[src/rtl/float_to_twos.sv]
// rtl/float_to_twos.sv - iterative 8-bit float to two's-complement decoder
//
// Converts {sign, exp, sig} into (-1)^sign * sig * 2^exp as an OUT_W-bit
// two's-complement value, shifting the significand left one place per clock.
//
// Ports:
//   clk        rising-edge clock
//   rst        synchronous active-high reset
//   in_float   {sign, exp[EXP_W-1:0], sig[SIG_W-1:0]}
//   in_valid   in_float is valid
//   in_ready   block is idle and can accept an input
//   out_data   two's-complement result
//   out_valid  out_data is valid
//   out_ready  consumer accepts out_data
//   busy       conversion in progress (not idle)

module float_to_twos #(
    parameter int EXP_W = 3,
    parameter int SIG_W = 4,
    parameter int OUT_W = 12
) (
    input  logic                   clk,
    input  logic                   rst,
    input  logic [EXP_W+SIG_W:0]   in_float,
    input  logic                   in_valid,
    output logic                   in_ready,
    output logic [OUT_W-1:0]       out_data,
    output logic                   out_valid,
    input  logic                   out_ready,
    output logic                   busy
);

    typedef enum logic [1:0] {
        IDLE  = 2'd0,
        SHIFT = 2'd1,
        NEG   = 2'd2,
        DONE  = 2'd3
    } state_t;

    state_t             state;
    logic [OUT_W-1:0]   acc;
    logic [EXP_W-1:0]   cnt;
    logic               sgn;

    assign in_ready = (state == IDLE);
    assign busy     = !in_ready;

    always_ff @(posedge clk) begin
        if (rst) begin
            state     <= IDLE;
            out_valid <= 1'b0;
            out_data  <= '0;
            acc       <= '0;
            cnt       <= '0;
            sgn       <= 1'b0;
        end else begin
            case (state)
                IDLE: begin
                    if (in_valid) begin
                        acc   <= {{(OUT_W-SIG_W){1'b0}}, in_float[SIG_W-1:0]};
                        cnt   <= in_float[SIG_W +: EXP_W];
                        sgn   <= in_float[EXP_W+SIG_W];
                        state <= SHIFT;
                    end
                end
                SHIFT: begin
                    // cnt holds the remaining exponent; one doubling per clock.
                    if (cnt == '0) begin
                        state <= NEG;
                    end else begin
                        acc <= acc << 1;
                        cnt <= cnt - EXP_W'(1);
                    end
                end
                NEG: begin
                    // Negating a zero accumulator gives zero, so no -0 appears.
                    out_data  <= sgn ? (~acc + OUT_W'(1)) : acc;
                    out_valid <= 1'b1;
                    state     <= DONE;
                end
                DONE: begin
                    // out_data is left untouched; only the handshake clears valid.
                    if (out_ready) begin
                        out_valid <= 1'b0;
                        state     <= IDLE;
                    end
                end
                default: state <= IDLE;
            endcase
        end
    end

endmodule

[config.mk]
export PLATFORM = sky130hd
export DESIGN_NAME = float_to_twos
export DESIGN_NICKNAME = d
export VERILOG_FILES = /design/src/rtl/float_to_twos.sv
export SDC_FILE = /design/constraint.sdc
export NUM_CORES = 1
export LEC_CHECK = 0
export CORE_UTILIZATION = 45
export CTS_CLUSTER_DIAMETER = 50
export CTS_CLUSTER_SIZE = 12
export DETAILED_ROUTE_END_ITERATION = 8
export HOLD_SLACK_MARGIN = 0.06
export MAX_ROUTING_LAYER = met4
export PLACE_DENSITY = 0.66
export SYNTH_ARGS = -nofsm -noshare
export SYNTH_HDL_FRONTEND = slang
export SYNTH_SLANG_ARGS = --single-unit
[constraint.sdc]
create_clock -name clk -period 4.5 [get_ports clk]
set_clock_uncertainty 0.05 [all_clocks]
set_input_delay 1.35 -clock clk [delete_from_list [all_inputs] [get_ports clk]]
set_output_delay 1.35 -clock clk [all_outputs]
set_load 0.1 [all_outputs]
==> reports/metrics.cfg, run 1 <==
[timing]
rsz0062_at_grt = false
fmax_ghz = 0.315
period_minus_slack_ns = 3.17
fin_crit_sh_pct = 70.5
finalWorstSetupSlack_ns = 1.33
setup_viol = 0
drv_slew = 0
fin_setup_tns_ns = 0
hold_ws_ns = 0.438
relSlewSlack_pct = 28.7
hold_viol_final = 0
tightest_slew_ns = 1.07

[cells_and_area]
fin_area_sq_um = 2170
nFillCells = 331
drive_above_1_share_pct = 6.99
nNetsFinal = 248
ff_latch_area_sq_um = 621
final_cell_mix = 31 x dfxtp_1, 24 x clkdlybuf4s50_1, 16 x a21oi_1, 14 x o31ai_1, 12 x inv_1
layout_commonest_cell = dfxtp_1
area_growth_pct = 19.8
n_antenna_cell = 0
multi_input_area_sq_um = 1060

[routing]
drtAntennaViolNets = 0
drtIter0Drc = 100
routed_via_density = 6.21
drc = 0
drtPass1Iterations = 4
dr_total_vias = 1719
wl_per_cell_um = 15.3
routed_wl_um = 4240

[synthesis]
ys.flop_type = dfxtp_1
synth_mux_area_share_pct = 5.04
ys_warn_count = 0
netlist-cell-type-count = 43
synth.net_count = 233
synthSimpleGateAreaFrac_pct = 24.3
syn_inst = 213
ys_ff_latch = 31
synth_area_sq_um = 1810
yosysTopAreaCell = dfxtp_1
synth_seq_area_share_pct = 34.2
async_flop_share_pct = 0
ys_top_cells_by_area = dfxtp_1 34%, o31ai_1 5.8%, ha_1 5.5%
synth_compound_area_share_pct = 22.6
synth_edf_count = 0
synth_top_cell_area_share_pct = 34.2
synth_top_family_by_area = simple AND/OR/NAND/NOR gates
synth.avg_cell_area_sq_um = 8.51
synthAdderAreaFrac_pct = 5.52
synth_xor_area_share_pct = 0.966

[power]
total_power_w = 0.00158
leakage_nw = 0.772
ir_worst_vdd_v = 0.000728
pwr_density_cell_nw_per_um2 = 727

[clocking]
cts_root_buf = clkbuf_8
ctsResizeCount = 0
cts_buffers = 5
cts_buffer_depth = 2
path_clk_slew_ns = 0.07
postCtsHoldBufs = 0
cts_max_level = 2
clk_latency_ns = 0.28
cts_sinks = 31
post-cts-setup-buffer-count = 0
cts_tree = done

[critical_path]
critical_path_buf_inv_count = 1
start_kind = flop
cp_data_required_time_ns = 3.10
arrival_ns = 1.77
crit_family = buffers and inverters
crit_path_max_fanout = 3
worstSetupEndpointType = output pin
crit_path_cell_trace = clkdlybuf4s50_1
cp_slowest_cell = clkdlybuf4s50_1
critical_path.max_stage_delay_ns = 1.14
critical_path_class = reg2out

[grt]
grt_antenna_before_repair = 0
grt_pass1_vias = 1576
grt_pass1_wl_um = 7030
track_usage_pct = 22.0
gr-total-overflow = 0
grt_max_degree = 32

[placed_design]
placed_area_sq_um = 2050
port_buffers = 26
dp_worst_setup_slack_ns = 1.20
gp_congestion = 0.794
dp_hpwl_um = 2880

[worst_hold_path]
hold_class = reg2reg

[die]
die_height_um = 65.5
die-area_sq_um = 4290
core_sq_um = 3770
io_pins = 27
initial_core_util_pct = 48.1
die_x_um = 65.5
rows = 22

[run_status]
status = completed

[flow_run]
maxCapViolations = 0

-- final timing paths --
kind                                   start            to  slack, ns  cells past startpoint
worst min register to register   out_data[2]   out_data[2]       0.44                      2
worst max-delay path            out_data[10]  out_data[10]       1.33                      1
worst min-delay path             out_data[2]   out_data[2]       0.44                      2
worst max register to register      state[1]        acc[2]       2.04                      5
-- layout make-up --
type / count / share of cell area, %
Sequential cell: 31 / 28.6
Clock inverter: 2 / 1.61
Clock buffer: 6 / 3.80
Inverter: 12 / 2.07
Multi-Input combinational cell: 150 / 48.7
Tap cell: 48 / 2.76
Timing Repair Buffer: 28 / 12.4
-- state kept, by name, indices dropped and copies added, names as in the netlist --
register,cells
cnt,3
sgn,1
out_valid,1
acc,12
state,2
out_data,12
-- report_power, final --
group	internal, W	total, W	switching, W
sequential	0.000336	0.000398	0.0000627
combinational	0.000267	0.000895	0.000628
clock	0.000179	0.000286	0.000107
total	0.000781	0.00158	0.000798
-- layer usage --
| layer | track usage, % | routed length [um] | vias up |
|---|---|---|---|
| li1 | - | - | 838 |
| met3 | 5.90 | 201 | 10 |
| met5 | - | 0 | - |
| met1 | 26.6 | 1930 | 815 |
| met2 | 34.5 | 2040 | 56 |
| met4 | 8.97 | 74 | 0 |
-- through the flow --
stage / util, % / cells
6_report: 57.6 / 277
3_3_place_gp: 54.5 / 269
5_1_grt: 57.6 / 277
4_1_cts: 57.6 / 277
2_1_floorplan: - / 213
3_5_place_dp: 54.5 / 269
-- kinds of logic after synthesis --
family	count (synthesis)
and+or+nand+nor	72
muxes	9
AOI/OAI and AO/OA	59
buffers and inverters	32
xor gates and xnor gates	2
DFF	31
adders and majority gates	8
-- synthesized netlist by cell type, drive strengths merged (6+ instances only) --
cell type  number
nor2b           6
nand4          11
dfxtp          31
nand2b          7
nor3            6
ha              8
inv            12
mux2i           8
clkbuf         13
o31ai          14
a211oi          8
nor2           10
a31oi           7
a21oi          16
buf             7
Note: power is estimated with default switching activity, not from simulation.
==> run 2: changes to the inputs <==
==> constraint.sdc (replaced) <==
create_clock -name clk -period 3.3 [get_ports clk]
set_clock_uncertainty 0.05 [all_clocks]
set_input_delay 0.99 -clock clk [delete_from_list [all_inputs] [get_ports clk]]
set_output_delay 0.99 -clock clk [all_outputs]
set_load 0.1 [all_outputs]
==> run 2 against run 1 <==
Compared with the run above: critical path depth increased by 3; total power rose by 31%; utilization shrank 1.1 points; cell count rose by 0.72%; setup slack worse by 0.54 ns; non-clock buffer count increased by 3; largest cell class unchanged; critical endpoint is now busy; die area unchanged.
==> reports/metrics.cfg, run 2 (synthesis results as in run 1) <==
[worst_hold_path]
hold_class = reg2reg

[routing]
drtPass1Iterations = 4  ; unchanged
drtIter0Drc = 121  ; +21%
routed_via_density = 5.96  ; -4.0%
dr_total_vias = 1663  ; -3.3%
routed_wl_um = 4060  ; -4.3%
wl_per_cell_um = 14.5  ; -5.0%
drc = 0  ; unchanged
drtAntennaViolNets = 0  ; unchanged

[clocking]
cts_tree = done
cts_buffer_depth = 2  ; unchanged
clk_latency_ns = 0.28  ; about the same
path_clk_slew_ns = 0.07  ; about the same
postCtsHoldBufs = 0  ; unchanged
cts_sinks = 31  ; unchanged
ctsResizeCount = 0  ; unchanged
cts_root_buf = clkbuf_8
post-cts-setup-buffer-count = 0  ; unchanged
cts_buffers = 5  ; unchanged
cts_max_level = 2  ; unchanged

[timing]
fmax_ghz = 0.398
finalWorstSetupSlack_ns = 0.789  ; -0.540 ns
setup_viol = 0  ; unchanged
fin_crit_sh_pct = 76.1
period_minus_slack_ns = 2.51
rsz0062_at_grt = false
tightest_slew_ns = 0.755  ; -0.315 ns
hold_viol_final = 0  ; unchanged
fin_setup_tns_ns = 0  ; unchanged
relSlewSlack_pct = 49.6  ; +21 points
drv_slew = 0  ; unchanged

[grt]
grt_antenna_before_repair = 0  ; unchanged
grt_pass1_vias = 1549  ; -1.7%
track_usage_pct = 20.6  ; -1.3 points
gr-total-overflow = 0  ; unchanged
grt_max_degree = 30  ; -6.3%
grt_pass1_wl_um = 6760  ; -3.9%

[critical_path]
critical_path_class = reg2out
worstSetupEndpointType = output pin
arrival_ns = 1.47  ; -0.30 ns
cp_data_required_time_ns = 2.26  ; -0.84 ns
crit_path_max_fanout = 10  ; +7
start_kind = flop

[placed_design]
gp_congestion = 0.814  ; +2.5%
port_buffers = 26  ; unchanged
dp_hpwl_um = 2810  ; -2.2%
dp_worst_setup_slack_ns = 0.663  ; -0.541 ns

[die]
io_pins = 27  ; unchanged
initial_core_util_pct = 48.1  ; unchanged
die-area_sq_um = 4290  ; unchanged
rows = 22  ; unchanged
core_sq_um = 3770  ; unchanged
die_height_um = 65.5  ; unchanged
die_x_um = 65.5  ; unchanged

[cells_and_area]
n_antenna_cell = 0  ; unchanged
final_cell_mix = 31 x dfxtp_1, 20 x buf_4, 16 x a21oi_1, 14 x o31ai_1, 12 x inv_1
drive_above_1_share_pct = 13.4  ; +6.4 points
multi_input_area_sq_um = 1060  ; unchanged
nNetsFinal = 251  ; +1.2%
ff_latch_area_sq_um = 621  ; unchanged
layout_commonest_cell = dfxtp_1
fin_util_pct = 56.5  ; -1.1 points
nFillCells = 340  ; +2.7%
reg.largest.list = acc x12, out_data x12, cnt x3
area_growth_pct = 17.6

[run_status]
status = completed

[power]
leakage_nw = 0.799  ; +3.5%
ir_worst_vdd_v = 0.000634  ; -13%
pwr_density_cell_nw_per_um2 = 968  ; +33%

[flow_run]
maxCapViolations = 0  ; unchanged

## run 2: changes by cell type in the layout (fill, tap and decap cells not counted), sizes merged
cell | previous run | this run
clkdlybuf4s50 | 24 | 11
buf | 4 | 20
bufinv | 1 | 0
## run 2: report_power, final
| part | internal (W) | total [W] | switching [W] |
|---|---|---|---|
| combinational | 0.000360 | 0.00121 | 0.000852 |
| clock | 0.000164 | 0.000307 | 0.000143 |
| sequential | 0.000458 | 0.000546 | 0.0000886 |
| total | 0.000981 | 0.00206 | 0.00108 |
## run 2: layout make-up
| class | instances | share of cell area, % |
|---|---|---|
| Tap cell | 48 | 2.82 |
| Multi-Input combinational cell | 150 | 49.6 |
| Inverter | 12 | 2.11 |
| Clock buffer | 6 | 3.87 |
| Clock inverter | 1 | 0.235 |
| Timing Repair Buffer | 31 | 12.2 |
| Sequential cell | 31 | 29.1 |
## run 2: critical path, stage by stage (launching register included)
cell,delay (ns)
dfxtp_1,0.40
inv_1,0.10
ha_1,0.32
inv_1,0.09
buf_4,0.28
## run 2: stage by stage
stage | total power (W) | hold WS (ns) | instances | cell area, sq um
after detailed placement | 0.00176 | 0.431 | 272 | 2040
after global routing | 0.00219 | 0.464 | 279 | 2130
after floorplan | 0.00154 | 0.408 | 213 | 1810
after global placement | 0.00173 | 0.421 | 272 | 2040
after CTS | 0.00207 | 0.440 | 279 | 2130
final | 0.00206 | 0.440 | 279 | 2130
## run 2: final timing paths
kind	start	end	slack [ns]	depth (start not counted)
setup / recovery	state[0]	busy	0.79	4
hold / removal	out_data[2]	out_data[2]	0.44	2
setup reg to reg	state[1]	acc[9]	1.09	6
hold reg to reg	out_data[2]	out_data[2]	0.44	2
## run 2: routing by layer
metal | routed length, um | global-route usage (%)
met3 | 205 | 4.86
met1 | 1940 | 24.4
met2 | 1840 | 33.4
met4 | 66 | 8.97
met5 | 0 | -
==> run 3: changes to the inputs <==
==> constraint.sdc (replaced) <==
create_clock -name clk -period 2.5 [get_ports clk]
set_clock_uncertainty 0.05 [all_clocks]
set_input_delay 0.75 -clock clk [delete_from_list [all_inputs] [get_ports clk]]
set_output_delay 0.75 -clock clk [all_outputs]
set_load 0.1 [all_outputs]
==> run 3 against run 2 <==
Compared with the run above: sequential power increased by 29%; largest power group unchanged; sequential share of layout area decreased by 0.77 points; die area unchanged; critical endpoint is now acc[1]; hold slack got worse by 0.0055 ns; non-clock buffer count increased by 4; combinational power increased by 46%.
==> reports/metrics.cfg, run 3 (synthesis results as in run 1) <==
[run_status]
status = completed

[cells_and_area]
stdcell_count = 283  ; +1.4%
drive_above_1_share_pct = 15.3  ; +1.9 points
final_cell_mix = 31 x dfxtp_1, 22 x buf_4, 16 x a21oi_1, 14 x o31ai_1, 12 x inv_1
nFillCells = 334  ; -1.8%
area_growth_pct = 20.8
reg.largest.list = acc x12, out_data x12, cnt x3
n_antenna_cell = 0  ; unchanged
layout_commonest_cell = dfxtp_1
fin_util_pct = 58.1  ; +1.5 points
nNetsFinal = 255  ; +1.6%

[clocking]
ctsResizeCount = 0  ; unchanged
post-cts-setup-buffer-count = 0  ; unchanged
cts_tree = done
cts_buffers = 5  ; unchanged
cts_buffer_depth = 2  ; unchanged
path_clk_slew_ns = 0.07  ; about the same
postCtsHoldBufs = 0  ; unchanged
cts_root_buf = clkbuf_8
cts_max_level = 2  ; unchanged
clk_latency_ns = 0.28  ; about the same
cts_sinks = 31  ; unchanged

[routing]
routed_wl_um = 4350  ; +7.3%
drtAntennaViolNets = 0  ; unchanged
dr_total_vias = 1683  ; +1.2%
wl_per_cell_um = 15.4  ; +5.8%
drtPass1Iterations = 4  ; unchanged
drc = 0  ; unchanged
drtIter0Drc = 143  ; +18%
routed_via_density = 5.95  ; -0.23%

[timing]
fin_crit_sh_pct = 91.1
fmax_ghz = 0.439
tightest_slew_ns = 0.762  ; +0.00648 ns
rsz0062_at_grt = false
hold_ws_ns = 0.435  ; -0.00553 ns
fin_setup_tns_ns = 0  ; unchanged
relSlewSlack_pct = 49.0  ; -0.52 points
hold_viol_final = 0  ; unchanged
drv_slew = 0  ; unchanged
setup_viol = 0  ; unchanged
period_minus_slack_ns = 2.28

[placed_design]
gp_congestion = 0.882  ; +8.4%
dp_hpwl_um = 3050  ; +8.4%
placed_cells = 276  ; +1.5%
port_buffers = 26  ; unchanged

[die]
core_sq_um = 3770  ; unchanged
initial_core_util_pct = 48.1  ; unchanged
die_height_um = 65.5  ; unchanged
die-area_sq_um = 4290  ; unchanged
die_x_um = 65.5  ; unchanged
io_pins = 27  ; unchanged
rows = 22  ; unchanged

[flow_run]
maxCapViolations = 0  ; unchanged

[critical_path]
arrival_ns = 2.40  ; +0.93 ns
reg2reg_depth = 6  ; unchanged
crit_path_max_fanout = 15  ; +5
r2r_slack_ns = 0.22  ; -0.87 ns
worstSetupEndpointType = flop
r2r_start = state[1]
cp_data_required_time_ns = 2.62  ; +0.36 ns
crit-reg2reg-capture = acc[1]
start_kind = flop
critical_path_class = reg2reg

[grt]
grt_pass1_vias = 1587  ; +2.5%
gr-total-overflow = 0  ; unchanged
track_usage_pct = 22.8  ; +2.2 points
grt_pass1_wl_um = 7310  ; +8.2%
grt_max_degree = 24  ; -20%
grt_antenna_before_repair = 0  ; unchanged

[power]
pwr_density_cell_nw_per_um2 = 1310  ; +35%
total_power_w = 0.00287  ; +39%
leakage_nw = 0.827  ; +3.5%
ir_worst_vdd_v = 0.00144  ; +130%

[worst_hold_path]
hp-start = out_data[2]
holdPathStages = 2  ; unchanged
min_to = out_data[2]
hold_class = reg2reg

run 3: changes by cell type in the layout (fill, tap and decap cells not counted):
cell / change
ha_1: -1
buf_4: +2
ha_2: +1
buf_12: +2
run 3: layout make-up:
class | instances | area (sq um) | share of cell area [%]
Sequential cell | 31 | 621 | 28.3
Tap cell | 48 | 60.1 | 2.74
Multi-Input combinational cell | 150 | 1060 | 48.5
Inverter | 12 | 45.0 | 2.06
Timing Repair Buffer | 35 | 315 | 14.4
Clock buffer | 6 | 82.6 | 3.77
Clock inverter | 1 | 5.00 | 0.229
run 3: critical path: stages (launching register included):
cell and delay (ns):
dfxtp_1 0.39, inv_1 0.11, ha_1 0.37, nor2_1 0.67, nor3_1 0.13, buf_4 0.20
a211oi_1 0.26
run 3: worst max path at each step:
stage | from | endpoint | slack, ns | depth (start not counted)
after floorplan | state[0] | busy | 0.05 | 4
after global placement | in_valid | state[0] | 0.35 | 5
after detailed placement | in_valid | state[0] | 0.30 | 5
after CTS | state[1] | acc[1] | 0.24 | 6
after global routing | state[1] | acc[1] | 0.06 | 6
final | state[1] | acc[1] | 0.22 | 6
run 3: report_power, final:
group / internal, W / leakage (nW) / total [W] / switching (W)
Sequential: 0.000604 / 0.252 / 0.000707 / 0.000103
Clock: 0.000216 / 0.0470 / 0.000393 / 0.000177
Combinational: 0.000576 / 0.528 / 0.00177 / 0.00119
run 3: layer usage:
metal,global-route usage (%),part of all wire (%),vias up,wire length (um)
li1,-,-,843,-
met1,27.3,46,779,2020
met4,8.42,1.0,0,45
met2,37.1,48,55,2070
met5,-,0,-,0
met3,5.56,4.9,6,215
run 3: through the flow:
stage / setup WS [ns] / area [sq um]
floorplan: 0.0474 / 1820
global placement: 0.349 / 2100
detailed placement: 0.303 / 2100
CTS: 0.239 / 2190
global route: 0.0635 / 2190
finish: 0.222 / 2190
